[src/rtl/reset_sequencer.sv]
// -----------------------------------------------------------------------------
// reset_sequencer
//
// Processor reset controller. It gathers four reset sources: system reset,
// power-good, the front-panel switch and a watchdog. It then steps the core
// through ASSERT -> HOLD -> WAIT -> RUN:
//   ASSERT : core held in reset for at least ASSERT_TICKS quiet cycles
//   HOLD   : core out of reset, reset vector driven for exactly HOLD_TICKS
//   WAIT   : waiting for the microcode to reach its first fetch
//   RUN    : instruction-register reset released, watchdog armed
// It also records the cause of the most recent reset.
//
// Ports
//   clk1       in   processor clock, rising edge
//   reset      in   synchronous active-high system reset
//   fpreset    in   front-panel switch (async, bouncy, active high)
//   powerok    in   power-good (async, active high)
//   wdt_en     in   watchdog enable
//   wdt_kick   in   watchdog restart pulse
//   go_fetch   in   microcode first-fetch indication
//   nreset_o   out  core reset, active low
//   nrsthold   out  reset-hold, active low
//   vec_oe     out  reset-vector bus enable
//   vec        out  reset vector (VECTOR while vec_oe, else 0)
//   ir_rst     out  instruction-register reset
//   rst_cause  out  00 system, 01 power fail, 10 front panel, 11 watchdog
//
// All outputs come straight from flops. They are loaded from the next state
// on the same edge that updates the state register, so no output depends
// combinationally on an input.
// -----------------------------------------------------------------------------
module reset_sequencer #(
    parameter int          ASSERT_TICKS = 4,
    parameter int          HOLD_TICKS   = 16,
    parameter int          DEBOUNCE     = 4,
    parameter int          WDT_TICKS    = 65535,
    parameter logic [15:0] VECTOR       = 16'hfff0
) (
    input  logic        clk1,
    input  logic        reset,
    input  logic        fpreset,
    input  logic        powerok,
    input  logic        wdt_en,
    input  logic        wdt_kick,
    input  logic        go_fetch,
    output logic        nreset_o,
    output logic        nrsthold,
    output logic        vec_oe,
    output logic [15:0] vec,
    output logic        ir_rst,
    output logic [1:0]  rst_cause
);

    // -------------------------------------------------------------------------
    // Widths and terminal counts
    // -------------------------------------------------------------------------
    localparam int TMAX = (ASSERT_TICKS > HOLD_TICKS) ? ASSERT_TICKS : HOLD_TICKS;
    localparam int TW   = $clog2(TMAX + 1);
    localparam int DW   = $clog2(DEBOUNCE + 1);
    localparam int WW   = $clog2(WDT_TICKS);

    localparam logic [TW-1:0] ASSERT_LAST = TW'(ASSERT_TICKS - 1);
    localparam logic [TW-1:0] HOLD_LAST   = TW'(HOLD_TICKS - 1);
    localparam logic [DW-1:0] DEB_LAST    = DW'(DEBOUNCE - 1);
    localparam logic [WW-1:0] WDT_LAST    = WW'(WDT_TICKS - 1);

    typedef enum logic [1:0] {
        ST_ASSERT = 2'd0,
        ST_HOLD   = 2'd1,
        ST_WAIT   = 2'd2,
        ST_RUN    = 2'd3
    } state_t;

    // -------------------------------------------------------------------------
    // Two-flop synchronisers: bit 0 = powerok, bit 1 = fpreset.
    // The clear value is "no source pending". powerok therefore clears to 1,
    // so a system reset does not add a spurious power-fail window on top of
    // the ASSERT time. fpreset clears to 0.
    // -------------------------------------------------------------------------
    localparam int          NSRC      = 2;
    localparam logic [1:0]  SYNC_INIT = 2'b01;

    logic [NSRC-1:0] raw_in;
    logic [NSRC-1:0] sync_bus;

    assign raw_in = {fpreset, powerok};

    genvar gi;
    generate
        for (gi = 0; gi < NSRC; gi++) begin : g_sync
            logic meta_q;
            logic sync_q;

            always_ff @(posedge clk1) begin
                if (reset) begin
                    meta_q <= SYNC_INIT[gi];
                    sync_q <= SYNC_INIT[gi];
                end else begin
                    meta_q <= raw_in[gi];
                    sync_q <= meta_q;
                end
            end

            assign sync_bus[gi] = sync_q;
        end
    endgenerate

    logic pok_sync;
    logic fpr_sync;

    assign pok_sync = sync_bus[0];
    assign fpr_sync = sync_bus[1];

    // -------------------------------------------------------------------------
    // Front-panel debounce.
    // fp_q sets on the DEBOUNCE-th consecutive synchronised-high sample. It
    // clears on the first synchronised-low sample. The counter stops at
    // DEBOUNCE-1 because its only job is to reach that threshold.
    // -------------------------------------------------------------------------
    logic [DW-1:0] deb_cnt_q;
    logic          fp_q;

    always_ff @(posedge clk1) begin
        if (reset) begin
            deb_cnt_q <= '0;
            fp_q      <= 1'b0;
        end else if (!fpr_sync) begin
            deb_cnt_q <= '0;
            fp_q      <= 1'b0;
        end else begin
            if (deb_cnt_q == DEB_LAST) begin
                fp_q <= 1'b1;
            end else begin
                deb_cnt_q <= deb_cnt_q + DW'(1);
            end
        end
    end

    // -------------------------------------------------------------------------
    // Reset sources
    // -------------------------------------------------------------------------
    state_t        state_q;
    state_t        state_d;
    logic [TW-1:0] tick_q;
    logic [TW-1:0] tick_d;
    logic [WW-1:0] wdt_cnt_q;
    logic [WW-1:0] wdt_cnt_d;
    logic [1:0]    cause_d;

    logic pf;
    logic fp;
    logic wd;
    logic src_active;

    assign pf = ~pok_sync;
    assign fp = fp_q;
    // A kick on the expiry cycle wins, so the kick term masks expiry.
    assign wd = (state_q == ST_RUN) && wdt_en && !wdt_kick && (wdt_cnt_q == WDT_LAST);
    assign src_active = pf | fp | wd;

    // -------------------------------------------------------------------------
    // Next-state, tick counter, watchdog counter and cause
    // -------------------------------------------------------------------------
    always_comb begin
        state_d = state_q;
        tick_d  = tick_q;

        if (src_active) begin
            // A source restarts the minimum ASSERT time, even when the
            // sequencer is already in ASSERT.
            state_d = ST_ASSERT;
            tick_d  = '0;
        end else begin
            unique case (state_q)
                ST_ASSERT: begin
                    if (tick_q == ASSERT_LAST) begin
                        state_d = ST_HOLD;
                        tick_d  = '0;
                    end else begin
                        tick_d = tick_q + TW'(1);
                    end
                end
                ST_HOLD: begin
                    // go_fetch is deliberately ignored here. HOLD always
                    // runs its full length.
                    if (tick_q == HOLD_LAST) begin
                        state_d = ST_WAIT;
                        tick_d  = '0;
                    end else begin
                        tick_d = tick_q + TW'(1);
                    end
                end
                ST_WAIT: begin
                    if (go_fetch) begin
                        state_d = ST_RUN;
                    end
                end
                ST_RUN: begin
                    state_d = ST_RUN;
                end
                default: begin
                    state_d = ST_ASSERT;
                    tick_d  = '0;
                end
            endcase
        end
    end

    always_comb begin
        // The watchdog counts only while the sequencer stays in RUN. Any
        // kick, disable, or departure from RUN returns it to zero.
        wdt_cnt_d = '0;
        if ((state_q == ST_RUN) && (state_d == ST_RUN) && wdt_en && !wdt_kick) begin
            wdt_cnt_d = wdt_cnt_q + WW'(1);
        end
    end

    always_comb begin
        // The cause is captured only on entry to ASSERT from another state.
        // Sources that stay active while in ASSERT do not overwrite it.
        cause_d = rst_cause;
        if ((state_d == ST_ASSERT) && (state_q != ST_ASSERT)) begin
            if (pf) begin
                cause_d = 2'b01;
            end else if (fp) begin
                cause_d = 2'b10;
            end else begin
                cause_d = 2'b11;
            end
        end
    end

    // -------------------------------------------------------------------------
    // State register and registered outputs
    // -------------------------------------------------------------------------
    always_ff @(posedge clk1) begin
        if (reset) begin
            state_q   <= ST_ASSERT;
            tick_q    <= '0;
            wdt_cnt_q <= '0;
            nreset_o  <= 1'b0;
            nrsthold  <= 1'b0;
            vec_oe    <= 1'b0;
            vec       <= 16'h0000;
            ir_rst    <= 1'b1;
            rst_cause <= 2'b00;
        end else begin
            state_q   <= state_d;
            tick_q    <= tick_d;
            wdt_cnt_q <= wdt_cnt_d;
            rst_cause <= cause_d;

            unique case (state_d)
                ST_HOLD: begin
                    nreset_o <= 1'b1;
                    nrsthold <= 1'b0;
                    vec_oe   <= 1'b1;
                    vec      <= VECTOR;
                    ir_rst   <= 1'b1;
                end
                ST_WAIT: begin
                    nreset_o <= 1'b1;
                    nrsthold <= 1'b1;
                    vec_oe   <= 1'b0;
                    vec      <= 16'h0000;
                    ir_rst   <= 1'b1;
                end
                ST_RUN: begin
                    nreset_o <= 1'b1;
                    nrsthold <= 1'b1;
                    vec_oe   <= 1'b0;
                    vec      <= 16'h0000;
                    ir_rst   <= 1'b0;
                end
                default: begin
                    nreset_o <= 1'b0;
                    nrsthold <= 1'b0;
                    vec_oe   <= 1'b0;
                    vec      <= 16'h0000;
                    ir_rst   <= 1'b1;
                end
            endcase
        end
    end

endmodule
[config.mk]
export PLATFORM = sky130hd
export DESIGN_NAME = reset_sequencer
export DESIGN_NICKNAME = d
export VERILOG_FILES = /design/src/rtl/reset_sequencer.sv
export SDC_FILE = /design/constraint.sdc
export NUM_CORES = 1
export LEC_CHECK = 0
export ABC_AREA = 1
export ABC_CLOCK_PERIOD_IN_PS = 1600
export BUFFER_PORTS_ARGS = -buffer_cell sky130_fd_sc_hd__buf_2
export CORE_AREA = 2 2 64 66
export CTS_CLUSTER_SIZE = 8
export DETAILED_ROUTE_END_ITERATION = 10
export DIE_AREA = 0 0 66 68
export PLACE_DENSITY = 0.8
export SYNTH_ARGS = -nofsm -noshare
export SYNTH_HDL_FRONTEND = slang
export SYNTH_SLANG_ARGS = --single-unit
[constraint.sdc]
create_clock -name clk1 -period 1.6 [get_ports clk1]
set_input_delay 0.32 -clock clk1 [delete_from_list [all_inputs] [get_ports clk1]]
set_output_delay 0.32 -clock clk1 [all_outputs]
set_load 0.01 [all_outputs]
---- Yosys cells after proc, flatten, opt, wreduce, memory -nomap -nowiden ----
Cells that the tools add are included.
storage, ports and cells
  logic and storage cells ................. 65
  output and inout port bits .............. 22
  bits in registers ....................... 53
  input bits .............................. 7
cells by class
  add/subtract/negate cells ............... 3
  equality and inequality tests ........... 10
  bitwise logic cells ..................... 5
  reductions and logical operators ........ 17
  muxes and demuxes ....................... 15
operators with widths
  kind                                                  count
  adder 16 x 1 -> 16 bit (second input constant)        1
  equality test 16 bit (second input constant)          1
  2-to-1 mux 16 bit                                     1
  2-to-1 mux 2 bit                                      5
  2-to-1 mux 5 bit                                      2
  case mux 5 bit (2 select lines)                       1
  equality test 2 bit (second input constant)           4
  case mux 2 bit (4 select lines)                       1
  OR reduction 2 bit                                    4
  logical AND 1 bit                                     7
  adder 5 x 1 -> 5 bit (second input constant)          1
  equality test 5 x 2 -> 1 bit (second input constant)  1
  equality test 5 x 4 -> 1 bit (second input constant)  1
  2-to-1 mux 1 bit                                      5
  equality test 2 x 1 -> 1 bit (second input constant)  2
  logical NOT 2 bit                                     2
  nonzero test 2 bit                                    2
  adder 3 x 1 -> 3 bit (second input constant)          1
  equality test 3 x 2 -> 1 bit (second input constant)  1
  inverter 1 bit                                        3
  OR reduction 3 bit                                    1
  bitwise OR 1 bit                                      2
  logical NOT 1 bit                                     1

---- Logic depth before layout (Yosys ltp) ----
  depth after elaboration ................. 12
  gate-level depth with buffers ........... 12

---- Worst setup path after synthesis ----
Ideal clock, no wire load.
  path type ............................... register -> register
  from .................................... register tick_q[1]
  to ...................................... register wdt_cnt_q[2]
  arrival time ............................ 1557 ps
  data required time ...................... 1483 ps
  stages on the path, launching flop included .. 12
  slack ................................... -74 ps
  library setup time ...................... 117 ps
  period minus slack after synthesis ...... 1674 ps
  cells stage by stage .................... dfxtp_1 -> ha_1 -> inv_1 -> nor3_1 -> ha_1 -> o21bai_2 -> nand2_1 -> and2_4 -> nor2_8 -> nand3_4 -> buf_6 -> nor2_2
on the way
  cells in the longest elaborated chain, start to end .. 10
RTL lines
  element                                                                              RTL line  RTL
  start: declaration                                                                   144       logic [TW-1:0] tick_q;
  start signal: assignment                                                             249       tick_q <= tick_d;
  equality test 5 x 4 -> 1 bit / equality test 5 x 2 -> 1 bit (equally long branches)  186, 176
  2-to-1 mux 2 bit, on equally long branches                                           186, 176
  case mux 2 bit (4 select lines) *                                                    174       unique case (state_q)
  2-to-1 mux 2 bit *                                                                   168       if (src_active) begin
  equality test 2 bit *                                                                213       if ((state_q == ST_RUN) && (state_d == ST_RUN) && wdt_en && !wdt_kick) begin
  logical AND 1 bit * (3 in a row)                                                     213
  inverter 1 bit (no line) *                                                           --
  OR reduction 2 bit (no line) *                                                       --
  end signal: assignment                                                               250       wdt_cnt_q <= wdt_cnt_d;
  end: declaration                                                                     146       logic [WW-1:0] wdt_cnt_q;
Mark *: on every way between the ends. The rest lies on a longest branch, timed or not.
A chain may end at the register's enable or synchronous reset.

---- Worst setup path after layout ----
  from .................................... register tick_q[0]
  to ...................................... register wdt_cnt_q[5]
The elaborated chain is that of the path after synthesis.

==> out/qor.yml <==
crit_fanout: 11
cts.clk_slew.worst_paths_ns: 0.08
yosysSeqAreaShare_pct: 40.72
grt_use_total_pct: 16.36
numCtsBuffers: 5
grt_pass1_wl_microns: 5513
dieArea_sq_mm: 0.004488
antenna_found_initial: 0
critPathLaunch: "tick_q[0]"
ys_ff_latch: 37
num-nets-final: 271
setup_viol_count_final: 13
cp-endpoint: "wdt_cnt_q[5]"
regArea_sq_um: 747.0
power.total_mw: 1.737
numPortBuffers: 24
ios: 29
critPathArrivalTime_ns: 1.81
rr_startpoint: "tick_q[0]"
drive_gt1_share_pct: 35.66
r2r.worst_path.cells: 11
rsz0062_at_grt: "true"
p_per_area_mw_per_mm2: 786.2
overflow: 0
pre_cts_ws_ns: -0.1443
async_flop_share_pct: 0
ant_nets: 0
grt_pass1_vias: 1364
rows: 23
die_y_microns: 68
core_area_sq_mm: 0.003856
htreeDepth: 2
drc: 0
r2r-end: "wdt_cnt_q[5]"
cts_tree: "built"
grt_max_degree: 14
fin_crit_sh_pct: 101.0
clock-sinks: 37
vias: 1417
finalWorstSetupSlack_ns: -0.01555
ctsRootBufferMaster: "clkbuf_8"
synth_edf_count: 0
cap_violations: 0
place_inst: 294
syn_area_sq_mm: 0.001819
dp_hpwl_microns: 2271
synth_area_per_cell_sq_um: 8.232
wl_per_cell_microns: 10.33
syn2layout_area_growth_pct: 21.46
layout.cells.non_filler: 308
routabilityCongestion: 0.7975
slew_viol_final: 0
cts.path.max_buffers: 2
critical_path_class: "reg2reg"
worst_setup_path_end_kind: "flop"
clock_latency_ns: 0.30
synth_ff_type: "dfxtp_1"
hp-class: "in2reg"
startpoint_type: "flop"
cp.required_ns: 1.79
routed_wl_microns: 3183
holdBufCountCts: 0
violations: "setup timing"
first_pass_iters: 4
min_period_ns: 1.616
routed_via_density: 4.601
hold_violations: 0
fillCellCount: 318
diodes: 0
reg2reg_slack_ns: -0.02
final_util_pct: 57.30
start_util_pct: 47.18
peakVddDrop_mv: 0.7383
synth_cell_types: 25
max_freq_ghz: 0.6190
drt_iter0_drc: 46
postSynthCellCount: 221
power.leakage_nw: 0.9360
run_status: "finished with violations"
yosys_warnings: 0
multiInputGateArea_sq_um: 914.6
chipWidth_microns: 66
fin_skew_ns: 0.005791
how the worst min path moves through the flow:
stage	from	to	slack (ns)	cells after the start
3_3_place_gp	g_sync[1].meta_q	fpr_sync	0.39	2
4_1_cts	powerok	g_sync[0].meta_q	0.19	2
3_5_place_dp	g_sync[1].meta_q	fpr_sync	0.40	2
2_1_floorplan	g_sync[1].meta_q	fpr_sync	0.39	2
6_report	powerok	g_sync[0].meta_q	0.20	2
5_1_grt	powerok	g_sync[0].meta_q	0.20	2
worst max-delay path, stage by stage, from the launching register on:
cell and delay [ns]:
dfxtp_2 0.35, ha_4 0.15, inv_4 0.04, nor3_4 0.17, ha_4 0.20, o21bai_4 0.06
nand2_2 0.07, and2_4 0.17, nor2_8 0.04, nand3_4 0.07, buf_12 0.14, nor2_1 0.05
where the power goes:
group | switching, mW | internal, mW
clock | 0.352 | 0.305
sequential | 0.0132 | 0.938
combinational | 0.0676 | 0.0615
total | 0.433 | 1.30
registers in the layout (all words and copies together) (netlist names), 2 cells and up:
signal and count:
wdt_cnt_q 16, tick_q 5, deb_cnt_q 3, g_sync.meta_q 2, rst_cause 2, state_q 2
cell families after synthesis:
logic type / count (synthesis) / share of synthesized area, %
buffers and inverters: 46 / 13.62
DFF: 37 / 40.72
and+or+nand+nor: 99 / 27.85
adders and majority gates: 7 / 4.814
other: 1 / 0.2061
xor gates and xnor gates: 17 / 8.184
AOI/OAI and AO/OA: 14 / 4.608
cells in the final DEF (no fill, tap or decap), drive strengths merged:
cell type / count
nor2: 45
buf: 44
dfxtp: 37
nand2: 33
inv: 28
xor2: 11
nand3: 10
a21oi: 8
ha: 7
xnor2: 6
clkbuf: 5
conb: 4
or2: 3
nand4: 3
clkinvlp: 3
nor3: 3
and2: 2
o21ai: 2
a211oi: 2
o21bai: 2
cell type report:
| cell class | instances | area share [%] |
|---|---|---|
| clock buffer | 5 | 3.114 |
| clock inverter | 3 | 1.019 |
| inverter | 28 | 4.870 |
| multi-input combinational | 141 | 41.39 |
| sequential | 37 | 33.81 |
| tap | 50 | 2.831 |
| timing repair buffer | 44 | 12.97 |
metrics by stage:
stage	instance area [sq um]	hold slack [ns]	setup TNS [ns]
finish	2210	0.1990	-0.06844
global placement	2002	0.3897	-0.7317
detailed placement	2002	0.4000	-1.830
CTS	2157	0.1914	-0.4415
global route	2210	0.2045	-2.049
floorplan	1861	0.3883	0
cells in the mapped netlist, drive strengths merged (3+ instances only):
cell type,instances,area share [%]
or2,3,1.0
xor2,11,5.3
dfxtp,37,41
nor3,3,0.83
nor2,45,13
ha,7,4.8
nand2,33,7.2
buf,18,7.8
nand4,3,1.0
a21oi,8,2.2
xnor2,6,2.9
nand3,10,4.1
inv,28,5.8
per-layer routing:
metal	track usage, %	up-vias	wire length (microns)
met5	0	-	0
met4	7.653	0	66
met3	5.428	5	172
met2	27.90	39	1538
met1	18.62	643	1406
li1	-	730	-
repair_timing:
action	CTS	global route
endpoints found under the setup margin	19	25
buffers inserted	4	2
pin swaps	0	3
resized for setup	5	10
Power figures use the tool's default switching activity.
